**src/rtl/bram18k_sdp_fifo_ctrl.sv**
```systemverilog
// FWFT FIFO controller wrapped around an 18x1024 simple-dual-port block RAM.
// Owns both RAM pointers and hides the 1-cycle RAM read latency behind a 2-entry prefetch buffer.
module bram18k_sdp_fifo_ctrl #(
  parameter int unsigned DATA_WIDTH   = 18,
  parameter int unsigned ADDR_WIDTH   = 10,
  parameter int unsigned BE_WIDTH     = 2,
  parameter int unsigned AFULL_THRESH = 1020
) (
  input  logic                  clock0,
  input  logic                  reset0,
  input  logic                  CLEAR_i,
  input  logic                  PUSH_i,
  input  logic [DATA_WIDTH-1:0] WDATA_i,
  output logic                  FULL_o,
  output logic                  ALMOST_FULL_o,
  input  logic                  POP_i,
  output logic [DATA_WIDTH-1:0] RDATA_o,
  output logic                  RVALID_o,
  output logic [ADDR_WIDTH+1:0] COUNT_o,
  output logic                  OVERFLOW_o,
  output logic                  UNDERFLOW_o,
  output logic                  RAM_WEN_o,
  output logic [BE_WIDTH-1:0]   RAM_WR_BE_o,
  output logic [ADDR_WIDTH-1:0] RAM_WR_ADDR_o,
  output logic [DATA_WIDTH-1:0] RAM_WDATA_o,
  output logic                  RAM_REN_o,
  output logic [ADDR_WIDTH-1:0] RAM_RD_ADDR_o,
  input  logic [DATA_WIDTH-1:0] RAM_RDATA_i
);

  localparam int unsigned DEPTH = 2 ** ADDR_WIDTH;
  localparam int unsigned CW    = ADDR_WIDTH + 1;
  localparam int unsigned NW    = ADDR_WIDTH + 2;

  logic [ADDR_WIDTH-1:0] wptr, rptr;
  logic [CW-1:0]         ram_cnt;
  logic                  inflight;
  logic [1:0]            buf_cnt, buf_cnt_n;
  logic [DATA_WIDTH-1:0] buf0, buf1, buf0_n, buf1_n;
  logic                  overflow, underflow;
  logic                  push_acc, pop_acc, ren;
  logic [2:0]            occ_after_pop;
  logic [1:0]            tail;

  assign FULL_o        = (ram_cnt == CW'(DEPTH));
  assign ALMOST_FULL_o = (ram_cnt >= CW'(AFULL_THRESH));
  assign RVALID_o      = (buf_cnt != 2'd0);
  assign RDATA_o       = buf0;
  assign COUNT_o       = NW'(ram_cnt) + NW'(inflight) + NW'(buf_cnt);
  assign OVERFLOW_o    = overflow;
  assign UNDERFLOW_o   = underflow;

  assign push_acc = PUSH_i & ~FULL_o & ~CLEAR_i;
  assign pop_acc  = POP_i & RVALID_o & ~CLEAR_i;

  // Issue a read only if the buffer can absorb it alongside anything already in flight.
  assign occ_after_pop = 3'(buf_cnt) + 3'(inflight) - 3'(pop_acc);
  assign ren           = ~CLEAR_i & (ram_cnt != '0) & (occ_after_pop < 3'd2);

  assign RAM_WEN_o     = push_acc;
  assign RAM_WR_BE_o   = '1;
  assign RAM_WR_ADDR_o = wptr;
  assign RAM_WDATA_o   = WDATA_i;
  assign RAM_REN_o     = ren;
  assign RAM_RD_ADDR_o = rptr;

  // Buffer next state: shift on pop, then land returning RAM data at the tail.
  always_comb begin
    buf0_n    = buf0;
    buf1_n    = buf1;
    tail      = buf_cnt - 2'(pop_acc);
    buf_cnt_n = buf_cnt - 2'(pop_acc) + 2'(inflight);
    if (pop_acc) buf0_n = buf1;
    if (inflight) begin
      if (tail == 2'd0) buf0_n = RAM_RDATA_i;
      else              buf1_n = RAM_RDATA_i;
    end
  end

  always_ff @(posedge clock0 or posedge reset0) begin
    if (reset0) begin
      wptr      <= '0;
      rptr      <= '0;
      ram_cnt   <= '0;
      inflight  <= 1'b0;
      buf_cnt   <= 2'd0;
      buf0      <= '0;
      buf1      <= '0;
      overflow  <= 1'b0;
      underflow <= 1'b0;
    end else if (CLEAR_i) begin
      wptr      <= '0;
      rptr      <= '0;
      ram_cnt   <= '0;
      inflight  <= 1'b0;
      buf_cnt   <= 2'd0;
      buf0      <= '0;
      buf1      <= '0;
      overflow  <= 1'b0;
      underflow <= 1'b0;
    end else begin
      if (push_acc) wptr <= wptr + ADDR_WIDTH'(1);
      if (ren)      rptr <= rptr + ADDR_WIDTH'(1);
      ram_cnt   <= ram_cnt + CW'(push_acc) - CW'(ren);
      inflight  <= ren;
      buf_cnt   <= buf_cnt_n;
      buf0      <= buf0_n;
      buf1      <= buf1_n;
      overflow  <= overflow | (PUSH_i & FULL_o);
      underflow <= underflow | (POP_i & ~RVALID_o);
    end
  end

endmodule

```
**config.mk**
```make
export PLATFORM = sky130hd
export DESIGN_NAME = bram18k_sdp_fifo_ctrl
export DESIGN_NICKNAME = d
export VERILOG_FILES = /design/src/rtl/bram18k_sdp_fifo_ctrl.sv
export SDC_FILE = /design/constraint.sdc
export NUM_CORES = 1
export LEC_CHECK = 0
export CAP_MARGIN = 15
export CORE_MARGIN = 2
export CORE_UTILIZATION = 45
export DETAILED_ROUTE_END_ITERATION = 10
export DONT_BUFFER_PORTS = 1
export GPL_TIMING_DRIVEN = 0
export PLACE_DENSITY_LB_ADDON = 0.12
export SYNTH_ARGS = -nofsm -noshare
export SYNTH_HDL_FRONTEND = slang
export SYNTH_SLANG_ARGS = --single-unit
export TNS_END_PERCENT = 20
```
**constraint.sdc**
```tcl
create_clock -name clock0 -period 9.1 [get_ports clock0]
set_input_delay 2.275 -clock clock0 [delete_from_list [all_inputs] [get_ports clock0]]
set_output_delay 2.275 -clock clock0 [all_outputs]
set_load 0.05 [all_outputs]
```
==> metrics list <==
- Synth top area share: between 40% and 50%
- Count of cells along the worst hold path: 2
* All-layer global routing usage: 19.1%
* Peak supply drop: 0.129 mV
- STA puts the critical path data required time at 6.83 ns.
* Growth of design area from synthesis to finish: 9.21%
- The worst setup path is captured at a primary output.
- FF+latch area: 1800 sq um
- The initialized floorplan defines 35 standard-cell rows.
- Maximum number of pins on one net before global-route repair: 38
- Synthesis inferred 72 register bits.
* Synth Area in XOR/XNOR: 6.22%
- Once layout is complete, the utilization of the core stands at 51.1%.
- DRC violation total after the first TritonRoute iteration: 88
* Critical path fanouts, max: 6
- Cell type with the highest aggregate area in the netlist: sky130_fd_sc_hd__dfrtp_1
* Clock slew at reported path FFs: about 0.090 ns
- TritonCTS built the clock tree.
* Areal power density over the cells: 352 nW/um^2
* Number of buffers inserted for hold repair after clock tree synthesis: 0
- Fmax achieved: 151 MHz
* Remaining number of nets flagged by the antenna check after routing: 0
- Via count of the first global-routing pass: a little over 3000
- Root buf cell: sky130_fd_sc_hd__clkbuf_8
- Clock latency on the worst-skew pair, taken at its later pin, is roughly 0.35 ns.
- Port buffering added 0 buffers.
- P_leak: 2.03 nW
- In the final timing run, aggregate negative setup slack is 0 ns.
* Clock sink total: 72
* CORE AREA: 9330 sq um
- For hold timing, the worst endpoint is buf1[16].
- The initial antenna violation count was 0.
- Hold_sp: buf1[16]
- Leaving out fill and tap cells, the most frequent cells in the layout are 72 x sky130_fd_sc_hd__dfrtp_1, 58 x sky130_fd_sc_hd__nor2_1, 50 x sky130_fd_sc_hd__nand2_1, 30 x sky130_fd_sc_hd__xnor2_1, 29 x sky130_fd_sc_hd__ha_1.
- The multi-input combinational cells in the finished layout cover a total of 2210 sq um.
- Maximum clock path buffer count: 2
* Proportion of synthesized area in mux cells: 5.39%
* Arrival time worst endpoint: 4.33 ns
* Kind of critical path: in -> out
* Synth Warn #: 0
- Max-cap violations in this run came to 0.
- DR WL/cell: 16.3 microns
* Sequential-to-total area share from yosys stat: 41.3%
- The floorplan step set the die width to 102 microns.
- Subtracting the final worst setup slack from the clock period gives around 6.6 ns.
* Setup fix buffers added after clock tree synthesis: 0
- Fill cells: 885
* Number of vias per cell: 5.21
- Number of max-slew violations in the final report: 0
- The first detailed-routing pass took 4 iterations.
- The flow ran to the end, and the final reports show no timing, DRC or antenna violations.
- The final critical path takes up 72.5% of the cycle.
* Headroom to the max-slew limit: approximately 22%
- Hold Violations, Final: 0
- Summing the areas of all compound-gate instances in the mapped netlist gives 11.6% of the synthesized area.
- Mean cell area of the mapped netlist: 9.65 sq um
- Final Routed Wirelength: 9.83 mm
- Global routing finished with a remaining overflow of 0.
- The die covers 10500 sq um.
- The number of clock buffers added by TritonCTS is 9.
* Fraction of the mapped netlist area in adder cells: approximately a tenth
- Share of cells above drive strength 1: between 15 and 20%
- The die is 102 microns tall.
- around 120 I/O pins were placed.
- Summed over all nets, the half-perimeter wirelength after detailed placement is roughly 7.1 mm.
* RR Startpoint: buf_cnt[1]
- The first global-routing pass estimated between 15 and 20 mm of wire.
- Actual slew at the worst max-slew pin: 1.16 ns
- In this run, post-CTS repair resized a total of 0 instances.
* Residual DRC count: 0
- Summing the areas of all and, or, nand and nor instances in the mapped netlist gives 16.9% of the synthesized area.
* Most common cell after layout, fill and taps aside: sky130_fd_sc_hd__dfrtp_1
- Final nets: 541
* H-tree levels: 3
* Cell area after synthesis: 4360 sq um
- The endpoint identified for the worst register-to-register timing path is ram_cnt[8].
- Sorting the synthesized cells by area gives the leading types as sky130_fd_sc_hd__dfrtp_1 41%, sky130_fd_sc_hd__ha_1 8.3%, sky130_fd_sc_hd__xnor2_1 6.0%.
* Final worst clock skew: 0.0163 ns
* Kind of launch point of the worst setup path: primary input
* Initial standard-cell utilization of the core: 46.8%
- Worst-case register-to-register setup slack: about 4.2 ns
* Count of mapped cells out of synthesis: 452
- Setup violations remaining at the end of the flow were counted as 0.
- Setup repair after global routing left no endpoint under its margin.
- Ant diodes: 0
* Main combinational cell family by area after synthesis: simple AND/OR/NAND/NOR gates
- Yosys mapped the design onto 45 distinct sky130hd cell types.
- Routability-driven placement finished with a final weighted congestion of 0.818.
* Worst Hold Class: reg -> reg
- The worst register-to-register path has a depth of 17.
- DR vias: roughly 3100
## cell type report
class | count | share of cell area (%)
multi-input cells | 313 | 46.4
flip-flops and latches | 72 | 37.8
repair buffers | 3 | 0.657
plain buffers | 39 | 5.38
clock buffers | 9 | 2.60
clock inverters | 7 | 1.37
well taps | 129 | 3.39
inverters | 29 | 2.34
## through the flow
stage	worst slack [ns]	total power, mW	hold WS (ns)	cell area (sq um)	cells
finish	2.50	1.68	0.526	4760	601
global route	2.39	1.80	0.551	4760	601
CTS	2.48	1.70	0.530	4760	601
detailed placement	2.38	1.45	0.516	4570	585
global placement	2.38	1.43	0.509	4530	582
floorplan	2.66	1.29	0.501	4370	453
## registers in the layout, indices dropped and copies added, names as in the netlist
signal	cells
RDATA_o	18
buf1	18
ram_cnt	11
RAM_RD_ADDR_o	10
RAM_WR_ADDR_o	10
buf_cnt	2
OVERFLOW_o	1
UNDERFLOW_o	1
inflight	1
## worst max-delay path: stages
cell and delay, ns:
sky130_fd_sc_hd__and4bb_4 0.34, sky130_fd_sc_hd__a21o_4 0.12, sky130_fd_sc_hd__nand2_1 0.06, sky130_fd_sc_hd__fa_1 0.38
sky130_fd_sc_hd__xnor2_1 0.14, sky130_fd_sc_hd__nand3b_1 0.11, sky130_fd_sc_hd__nor2_1 0.88
## synthesized netlist by cell type (all sizes together)
library cell and n:
and4 1, o41ai 1, ha 29, a221oi 1, nor2b 11, xor2 1, and4bb 1, a21o 2
or4 1, nand3b 1, o21ai 5, buf 30, clkbuf 9, nor3 9, inv 29, a211oi 20
nand3 8, o21a 1, mux2i 19, o311ai 1, or3 2, nand2b 1, a21oi 27, dfrtp 72
nor2 59, nand4 3, xnor2 30, a31oi 1, o21bai 3, conb 1, and3 3, o31ai 2
nor4b 2, fa 4, nor3b 2, mux2 4, nor4 6, nand2 50
## worst max path at each step
stage,cells after the start,start,to,slack [ns]
detailed placement,17,CLEAR_i,ram_cnt[10],2.38
finish,7,CLEAR_i,RAM_REN_o,2.50
global placement,17,CLEAR_i,ram_cnt[8],2.38
CTS,7,CLEAR_i,RAM_REN_o,2.48
global route,7,CLEAR_i,RAM_REN_o,2.39
floorplan,7,CLEAR_i,RAM_REN_o,2.66
## cell families (layout without fill, tap and decap cells)
kind of cell    count (synthesis)  in the layout
simple gates                  160            160
flops                          72             72
buf+inv                        68             87
compound gates                 64             64
fa+ha+maj                      33             33
xor+xnor                       31             31
mux                            23             23
other cells                     1              2
## metal layers
metal | vias up | global-route usage [%] | part of all wire (%)
met4 | 0 | 4.72 | 0.74
li1 | 1517 | - | -
met5 | - | 0 | 0
met1 | 1513 | 25.8 | 46
met2 | 94 | 30.7 | 47
met3 | 8 | 4.86 | 6.1
## where the power goes
| group | leakage [nW] | internal [mW] | switching (mW) |
|---|---|---|---|
| sequential | 0.971 | 0.400 | 0.235 |
| clock | 0.0856 | 0.104 | 0.142 |
| combinational | 0.975 | 0.285 | 0.512 |
Note: power is estimated with default switching activity, not from simulation.
